`src/rtl/chan_irq_tx_if.sv`:
```
// chan_irq_tx_if: system-bus signals between a channel interrupt
// transmitter (master) and the bus arbiter / CPU interrupt unit (slave).
// zg/zw are the bus request/grant pair; rin/rdt carry the interrupt and
// dok/en are the CPU's accept/reject answers.
interface chan_irq_tx_if;
    logic        zg;
    logic        zw;
    logic        rin;
    logic [0:15] rdt;
    logic        dok;
    logic        en;

    modport master (output zg, rin, rdt, input zw, dok, en);
    modport slave  (input zg, rin, rdt, output zw, dok, en);
endinterface

```
`src/rtl/chan_irq_tx.sv`:
```
// chan_irq_tx: latches device interrupt events of one I/O channel, picks the
// lowest-numbered pending device, arbitrates for the system bus and presents
// it to the CPU as rin + rdt. Completes on dok, backs off on en.
// Optional build macro: CHAN_IRQ_TIMEOUT_EN adds a SEND timeout and the
// sticky tmo_err flag; without it SEND waits indefinitely and tmo_err is 0.
module chan_irq_tx #(
    parameter int RETRY_TICKS   = 64,
    parameter int TIMEOUT_TICKS = 1024
) (
    input  logic          clk_sys,
    input  logic          rst_n,
    input  logic          req,
    input  logic [3:0]    req_num,
    chan_irq_tx_if.master bus,
    output logic [15:0]   pending,
    output logic          busy,
    output logic          tmo_err
);

    if (RETRY_TICKS < 1 || RETRY_TICKS > 65535 ||
        TIMEOUT_TICKS < 1 || TIMEOUT_TICKS > 65535) begin : g_param_check
        $error("chan_irq_tx: RETRY_TICKS/TIMEOUT_TICKS must be in 1..65535");
    end

    localparam logic [15:0] RETRY_LAST = 16'(RETRY_TICKS - 1);

    typedef enum logic [2:0] {
        IDLE,
        ARB,
        SEND,
        RELEASE,
        BACKOFF
    } state_t;

    state_t      state;
    logic [3:0]  cur;
    logic [15:0] cnt;
    logic [15:0] set_vec;
    logic [15:0] clr_vec;
    logic [15:0] next_pend;
    logic [3:0]  sel;
    logic        tmo_hit;

    // Counters hold at full scale instead of wrapping.
    function automatic logic [15:0] sat_inc(input logic [15:0] c);
        return (c == 16'hFFFF) ? c : c + 16'd1;
    endfunction

    // Bus frame: device number in rdt[11:14], everything else zero.
    function automatic logic [0:15] frame(input logic [3:0] n);
        logic [0:15] r;
        r        = '0;
        r[11:14] = n;
        return r;
    endfunction

    // Pending update: a new event on the same edge as a clear wins, so an
    // interrupt raised while its predecessor is being accepted is not lost.
    always_comb begin
        set_vec = '0;
        clr_vec = '0;
        if (req) set_vec[req_num] = 1'b1;
        if (state == SEND && (bus.dok || tmo_hit)) clr_vec[cur] = 1'b1;
        next_pend = (pending & ~clr_vec) | set_vec;
    end

    // Lowest-numbered bit wins; selecting from next_pend lets an event that
    // arrives on the IDLE->ARB edge still take priority.
    always_comb begin
        sel = '0;
        for (int i = 15; i >= 0; i--) begin
            if (next_pend[i]) sel = 4'(i);
        end
    end

`ifdef CHAN_IRQ_TIMEOUT_EN
    localparam logic [15:0] TMO_LAST = 16'(TIMEOUT_TICKS - 1);

    // Timeout fires only when no other SEND exit applies this cycle.
    always_comb begin
        tmo_hit = (state == SEND) && !bus.dok && !bus.en && bus.zw &&
                  (cnt == TMO_LAST);
    end

    // Sticky timeout flag, cleared only by reset.
    always_ff @(posedge clk_sys or negedge rst_n) begin
        if (!rst_n)       tmo_err <= 1'b0;
        else if (tmo_hit) tmo_err <= 1'b1;
    end
`else
    assign tmo_hit = 1'b0;
    assign tmo_err = 1'b0;
`endif

    // Pending-interrupt vector.
    always_ff @(posedge clk_sys or negedge rst_n) begin
        if (!rst_n) pending <= '0;
        else        pending <= next_pend;
    end

    // Transmit FSM with registered bus outputs.
    always_ff @(posedge clk_sys or negedge rst_n) begin
        if (!rst_n) begin
            state   <= IDLE;
            cur     <= '0;
            cnt     <= '0;
            bus.zg  <= 1'b0;
            bus.rin <= 1'b0;
            bus.rdt <= '0;
        end else begin
            case (state)
                IDLE: begin
                    cnt <= '0;
                    if (pending != '0) begin
                        state  <= ARB;
                        cur    <= sel;
                        bus.zg <= 1'b1;
                    end
                end
                ARB: begin
                    if (bus.zw) begin
                        state   <= SEND;
                        cnt     <= '0;
                        bus.rin <= 1'b1;
                        bus.rdt <= frame(cur);
                    end
                end
                SEND: begin
                    if (bus.dok) begin
                        state   <= RELEASE;
                        bus.rin <= 1'b0;
                        bus.rdt <= '0;
                    end else if (bus.en) begin
                        state   <= BACKOFF;
                        cnt     <= '0;
                        bus.zg  <= 1'b0;
                        bus.rin <= 1'b0;
                        bus.rdt <= '0;
                    end else if (!bus.zw) begin
                        state   <= IDLE;
                        bus.zg  <= 1'b0;
                        bus.rin <= 1'b0;
                        bus.rdt <= '0;
                    end else if (tmo_hit) begin
                        state   <= RELEASE;
                        bus.rin <= 1'b0;
                        bus.rdt <= '0;
                    end
`ifdef CHAN_IRQ_TIMEOUT_EN
                    else begin
                        cnt <= sat_inc(cnt);
                    end
`endif
                end
                RELEASE: begin
                    if (!bus.dok && !bus.en) begin
                        state  <= IDLE;
                        bus.zg <= 1'b0;
                    end
                end
                BACKOFF: begin
                    if (cnt >= RETRY_LAST) state <= IDLE;
                    else                   cnt   <= sat_inc(cnt);
                end
                default: begin
                    state   <= IDLE;
                    bus.zg  <= 1'b0;
                    bus.rin <= 1'b0;
                    bus.rdt <= '0;
                end
            endcase
        end
    end

    assign busy = (state != IDLE);

endmodule
```
`src/flat_wrapper.sv`:
```
// flat-port wrapper written by rule: the top's interface ports become plain ports
module chan_irq_tx_flat 
#(
    parameter int RETRY_TICKS   = 64,
    parameter int TIMEOUT_TICKS = 1024
)
  (clk_sys, rst_n, req, req_num, pending, busy, tmo_err, bus_zg, bus_rin, bus_rdt, bus_zw, bus_dok, bus_en);
  chan_irq_tx_if bus_i ();
  input  logic clk_sys;
  input  logic rst_n;
  input  logic req;
  input  logic [3:0] req_num;
  output logic [15:0] pending;
  output logic busy;
  output logic tmo_err;
  output wire logic [$bits(bus_i.zg)-1:0] bus_zg;
  output wire logic [$bits(bus_i.rin)-1:0] bus_rin;
  output wire logic [$bits(bus_i.rdt)-1:0] bus_rdt;
  input wire logic [$bits(bus_i.zw)-1:0] bus_zw;
  input wire logic [$bits(bus_i.dok)-1:0] bus_dok;
  input wire logic [$bits(bus_i.en)-1:0] bus_en;
  assign bus_zg = bus_i.zg;
  assign bus_rin = bus_i.rin;
  assign bus_rdt = bus_i.rdt;
  assign bus_i.zw = bus_zw;
  assign bus_i.dok = bus_dok;
  assign bus_i.en = bus_en;
  chan_irq_tx #(.RETRY_TICKS(RETRY_TICKS), .TIMEOUT_TICKS(TIMEOUT_TICKS)) u_core (.clk_sys(clk_sys), .rst_n(rst_n), .req(req), .req_num(req_num), .bus(bus_i), .pending(pending), .busy(busy), .tmo_err(tmo_err));
endmodule
```
`config.mk`:
```
export PLATFORM = sky130hd
export DESIGN_NAME = chan_irq_tx_flat
export DESIGN_NICKNAME = d
export VERILOG_FILES = /design/src/rtl/chan_irq_tx_if.sv /design/src/rtl/chan_irq_tx.sv /design/src/flat_wrapper.sv
export SDC_FILE = /design/constraint.sdc
export NUM_CORES = 1
export LEC_CHECK = 0
export CAP_MARGIN = 15
export CORE_ASPECT_RATIO = 1.1
export CORE_UTILIZATION = 45
export CTS_CLUSTER_SIZE = 28
export DETAILED_ROUTE_END_ITERATION = 8
export HOLD_SLACK_MARGIN = 0.1
export MAX_ROUTING_LAYER = met4
export PLACE_DENSITY = 0.79
export SLEW_MARGIN = 20
export SYNTH_ARGS = -nofsm -noshare
export SYNTH_HDL_FRONTEND = slang
export SYNTH_SLANG_ARGS = --single-unit
```
`constraint.sdc`:
```
create_clock -name clk_sys -period 2.8 [get_ports clk_sys]
set_input_delay 0.56 -clock clk_sys [delete_from_list [all_inputs] [get_ports clk_sys]]
set_output_delay 0.56 -clock clk_sys [all_outputs]
set_load 0.05 [all_outputs]
```
# --- After elaboration in Yosys (flattened, before gate mapping) ---
# Cells that the tools add are included.
totals:
  reg_bits: 57
  output_inout_bits: 36
op_classes:
  n_reduce_logical: 17
  muxes: 50
  n_eq_ne: 15
  n_addsub: 1
  bitwise_logic: 5
  n_lt_le_gt_ge: 5
ops:
  columns: ["cell", "count"]
  rows:
  - ["16-bit 2-to-1 mux", 11]
  - ["4-bit 2-to-1 mux", 16]
  - ["16-bit case mux with 4 select lines", 1]
  - ["16-bit case mux with 3 select lines", 1]
  - ["3-bit 2-to-1 mux", 7]
  - ["16-bit by 1-bit adder with 16-bit output (second input constant)", 1]
  - ["16-bit bitwise AND", 1]
  - ["16-bit == test (second input constant)", 1]
  - ["16-bit by 6-bit greater-or-equal comparator with 1-bit output (second input constant)", 1]
  - ["16-bit NOT", 1]
  - ["16-bit bitwise OR", 1]
  - ["16-bit nonzero test", 1]
  - ["3-bit case mux with 5 select lines", 1]
  - ["4-bit by 5-bit less-than comparator with 1-bit output (second input constant)", 2]
  - ["2-bit != test (second input constant)", 5]
  - ["5-bit AND reduction", 2]
  - ["1-bit 2-to-1 mux", 9]
  - ["1-bit demux with 4-bit select", 2]
  - ["4-bit by 1-bit greater-or-equal comparator with 1-bit output (second input constant)", 2]
  - ["3-bit by 2-bit == test with 1-bit output (second input constant)", 2]
  - ["2-bit by 1-bit != test with 1-bit output (second input constant)", 3]
  - ["6-bit AND reduction", 1]
  - ["1-bit logical AND", 4]
  - ["4-bit != test (second input constant)", 1]
  - ["14 further kinds", 16]

# --- Depth between registers and ports, before layout ---
depth:
  word_depth: 24
  ltp_mapped: 8
  depth_no_buf: 7

# --- Worst setup path after synthesis ---
# OpenSTA, ideal clock, no wires.
synth_timing:
  kind: "register to register"
  start: "reg u_core.pending[9]"
  end: "reg u_core.cur[0]"
  arrival_ps: 2159
  setup_slack_ps: 554
  path_buffers: 0
  setup_time_ps: 87
  synth_period_minus_slack_ps: 2246
  t_required_ps: 2713
  stages_incl_launch_ff: 7
  cell_sequence: "dfrtp_1 or4_1 o41ai_4 nand2_1 o31a_1 a21boi_1 a22oi_1"
synth_via:
  elab_chain_len: 12
  elab_cells_between_ends: 14
synth_rtl:
  columns: ["item", "line_no", "source"]
  rows:
  - ["from (decl)", "chan_irq_tx.sv:15", "output logic [15:0] pending,"]
  - ["from (signal assigned)", "chan_irq_tx.sv:98", "else pending <= next_pend;"]
  - ["16-bit bitwise AND", "chan_irq_tx.sv:64", "next_pend = (pending & ~clr_vec) | set_vec;"]
  - ["16-bit bitwise OR", "chan_irq_tx.sv:64", null]
  - ["4-bit 2-to-1 mux (10 in a row)", "chan_irq_tx.sv:72", "if (next_pend[i]) sel = 4'(i);"]
  - ["to (signal assigned)", "chan_irq_tx.sv:116", "cur <= sel;"]
  - ["to (decl)", "chan_irq_tx.sv:36", "logic [3:0] cur;"]
# Parallel ways exist; a longest one is shown, timed or not.
# A chain may end at the register's enable or synchronous reset.

# --- Worst setup path in the final report ---
layout_timing:
  start: "reg u_core.state[2]"
  end: "out busy"
layout_via:
  elab_chain_len: 1
layout_rtl:
  columns: ["item", "line_no", "source"]
  rows:
  - ["from (decl)", "chan_irq_tx.sv:35", "state_t state;"]
  - ["from (signal assigned)", "chan_irq_tx.sv:104", "state <= IDLE;"]
  - ["from (signal assigned)", "chan_irq_tx.sv:115", "state <= ARB;"]
  - ["from (signal assigned)", "chan_irq_tx.sv:122", "state <= SEND;"]
  - ["3-bit nonzero test", "chan_irq_tx.sv:175", "assign busy = (state != IDLE);"]
  - ["to (decl)", "flat_wrapper.sv:14", "output logic busy;"]
# No other way between the ends.

==> results.md <==
* Overall global routing resource usage at 0.229
* CTS tree: built
* Final setup TNS at 0 ns
* Top_reg_cell synth: dfrtp_1
* Hold WC Path Type: primary input to asynchronous set/reset pin
* Max incr delay on CP at 0.70 ns
* Post-CTS Setup Bufs at 0
* Root buffer cell: clkbuf_8
* Hpwl dp at 4.41 mm
* Crit Path Class: flop to output port
* Max-slew violations at 0
* Max-slew headroom at 0.616
* RSZ-0062 raised after global routing: false
* H-tree levels at 2
* Worst setup EP type: output port
* Layout cells sized above 1 at 0.163
* Worst setup SP type: flop
* Outcome: finished, final reports clean
* Worst-margin pin slew at 0.576 ns
* TritonCTS Buffers at 5
* Number of synthesized flops with an enable pin at 0
* CP delay by family, top: buffers and inverters
* Diodes inserted at 0
* Post-route cell area at 2980 sq um
* Num ports at 46
* Worst setup margin at 0.204 ns
* WP data required at 2.24 ns
* Die Wd at 71.5 microns
* Vias in the first global route at 1969
* Area Overhead vs Synth at 24.5%
* Register area share after synthesis at 0.470
* DRC Markers at 0
* Fin crit period at 2.60 ns
* Peak supply drop at 0.674 mV
* First-pass GRT wire length at 9.55 mm
* Clk slew on worst S/H paths at 0.10 ns
* Max Cap Viol at 0
* Buf/Inv on CP at 3
* Fmax achieved at 0.385 GHz
* Routed WL at 5.97 mm
* Routed len/inst at 17.2 microns
* Yosys warning count at 0
* Critical-path top delay cell: clkdlybuf4s50_1
* Die area at 5610 sq um
* Hold violation count in the final report at 0
* First drt pass iteration count at 4
* Fin nets at 299
* Gpl congestion at 0.971
* Setup Viol. Count Final at 0
* Clk Latency, worst-skew pair at 0.32 ns
* Syn Area/Cell at 10.1 sq um
* IO Port Bufs at 32
* Placement Setup Slack at 0.0252 ns
* Worst Path Arrival at 2.04 ns
* Crit-path max FO at 8
* Gr ovfl total at 0
* Leakage power total at 1.27 nW
* Height of the die at 78.5 microns
* Detailed Route Iter0 Violations at 181
* Final ANT Viol Nets at 0
* Max Clock Skew at 0.0107 ns
* Mapped Cells at 236
* Core area at 5070 sq um
* CTS Sinks at 45
* Largest net degree at the start of global routing at 46
* Post-synth cell types at 61
* Post-synth ARST share at 1.00
* Rows at 27
* Vias per cell at 5.92
* Final core occ at 0.588
* Crit-path cells: buf_4, nor3_2, inv_1, clkdlybuf4s50_1
* Pwr Density at 946 nW/um^2
* Initial Util at 0.472
* Clock buffer depth at 2
* Final Power at 2.82 mW
* Initial antenna violation count at 0
* Synth Register Bits at 45
* Placed cell areas at 2860 sq um
* Syn Std Cell Area at 2390 sq um
* Tcrit/Tclk final at 0.927
* Via count at 2054
[where the power goes]
part	internal (mW)	switching [mW]
combinational	0.502	0.887
sequential	0.771	0.133
clock	0.273	0.253
total	1.55	1.27
[layout by cell type (no fill, tap or decap), types with 3 or more instances in the layout]
master           count
nor4_1               3
o21a_1               3
nand2b_1             6
buf_4               22
a22o_1               5
nand3b_1             4
and3_1               3
a21oi_1              5
or4_1                5
and2_1              10
clkbuf_8             5
nand2_1             11
o41ai_1              5
dfrtp_1             45
o21bai_1             3
nand3_1              3
o31ai_1              3
nor2_1              17
o21ai_1              8
o21ai_0             18
xor2_1               4
clkdlybuf4s50_1     31
inv_1                8
conb_1              13
[worst paths after layout]
path                            startpoint                 end  slack, ns  depth (start not counted)
setup / recovery           u_core.state[2]                busy       0.20                          4
hold / removal                       rst_n      u_core.cnt[12]       0.23                          1
setup reg to reg             u_core.cur[1]       u_core.cur[2]       0.41                          7
hold reg to reg             u_core.bus.rin      u_core.bus.rin       0.48                          1
max in group asynchronous            rst_n  u_core.bus.rdt[12]       2.16                          1
min in group clk_sys        u_core.bus.rin      u_core.bus.rin       0.48                          1
[per-stage QoR]
step | cells | hold slack (ns)
2_1_floorplan | 248 | 0.264
3_3_place_gp | 339 | 0.461
3_5_place_dp | 339 | 0.466
4_1_cts | 347 | 0.439
5_1_grt | 347 | 0.269
6_report | 347 | 0.233
[logic make-up after synthesis]
| group | after synthesis | synth area share |
|---|---|---|
| AOI/OAI and AO/OA | 71 | 0.223 |
| xor gates and xnor gates | 4 | 0.0146 |
| adders and majority gates | 1 | 0.00523 |
| buffers and inverters | 30 | 0.0690 |
| DFF | 45 | 0.470 |
| muxes | 1 | 0.00470 |
| other | 1 | 0.00157 |
| and+or+nand+nor | 83 | 0.212 |
[synthesized netlist by cell type (all sizes together) (3+ instances only)]
| master | n | share of area |
|---|---|---|
| and3 | 3 | 0.0078 |
| o41ai | 7 | 0.037 |
| nand3 | 3 | 0.0063 |
| o21a | 4 | 0.013 |
| nor3 | 4 | 0.010 |
| clkbuf | 4 | 0.0063 |
| and2 | 10 | 0.026 |
| buf | 16 | 0.047 |
| nor2 | 17 | 0.027 |
| dfrtp | 45 | 0.47 |
| o31ai | 4 | 0.015 |
| xor2 | 4 | 0.015 |
| o21ai | 26 | 0.054 |
| inv | 10 | 0.016 |
| nand3b | 4 | 0.013 |
| nor4 | 5 | 0.022 |
| nand2b | 6 | 0.016 |
| a22o | 5 | 0.018 |
| nand2 | 11 | 0.017 |
| or4 | 5 | 0.016 |
| o21bai | 3 | 0.0094 |
| or2 | 3 | 0.0078 |
| a21oi | 5 | 0.010 |
[layer usage]
layer,routed length (microns),vias to the layer above,global-route usage
met1,2520,999,0.270
met5,0,-,-
met4,141,0,0.0784
met2,3030,80,0.389
li1,-,954,-
met3,280,21,0.0475
[state kept, by name (all words and copies together) (netlist names)]
signal / flops
u_core.bus.rdt: 4
u_core.cnt: 16
u_core.cur: 4
u_core.bus.rin: 1
u_core.bus.zg: 1
u_core.pending: 16
u_core.state: 3
[area by class of cell]
cell class	count	area (sq um)
well taps	58	72.6
fillers	424	2090
flip-flops and latches	45	1130
repair buffers	53	475
multi-input cells	173	1150
clock buffers	5	68.8
inverters	10	37.5
clock inverters	3	47.5
[repair_timing]
action | in CTS | in global routing
hold buffers | 0 | 0
endpoints found under the setup margin | 0 | 1
gates resized for setup | 0 | 1
Note: power is estimated with default switching activity, not from simulation.
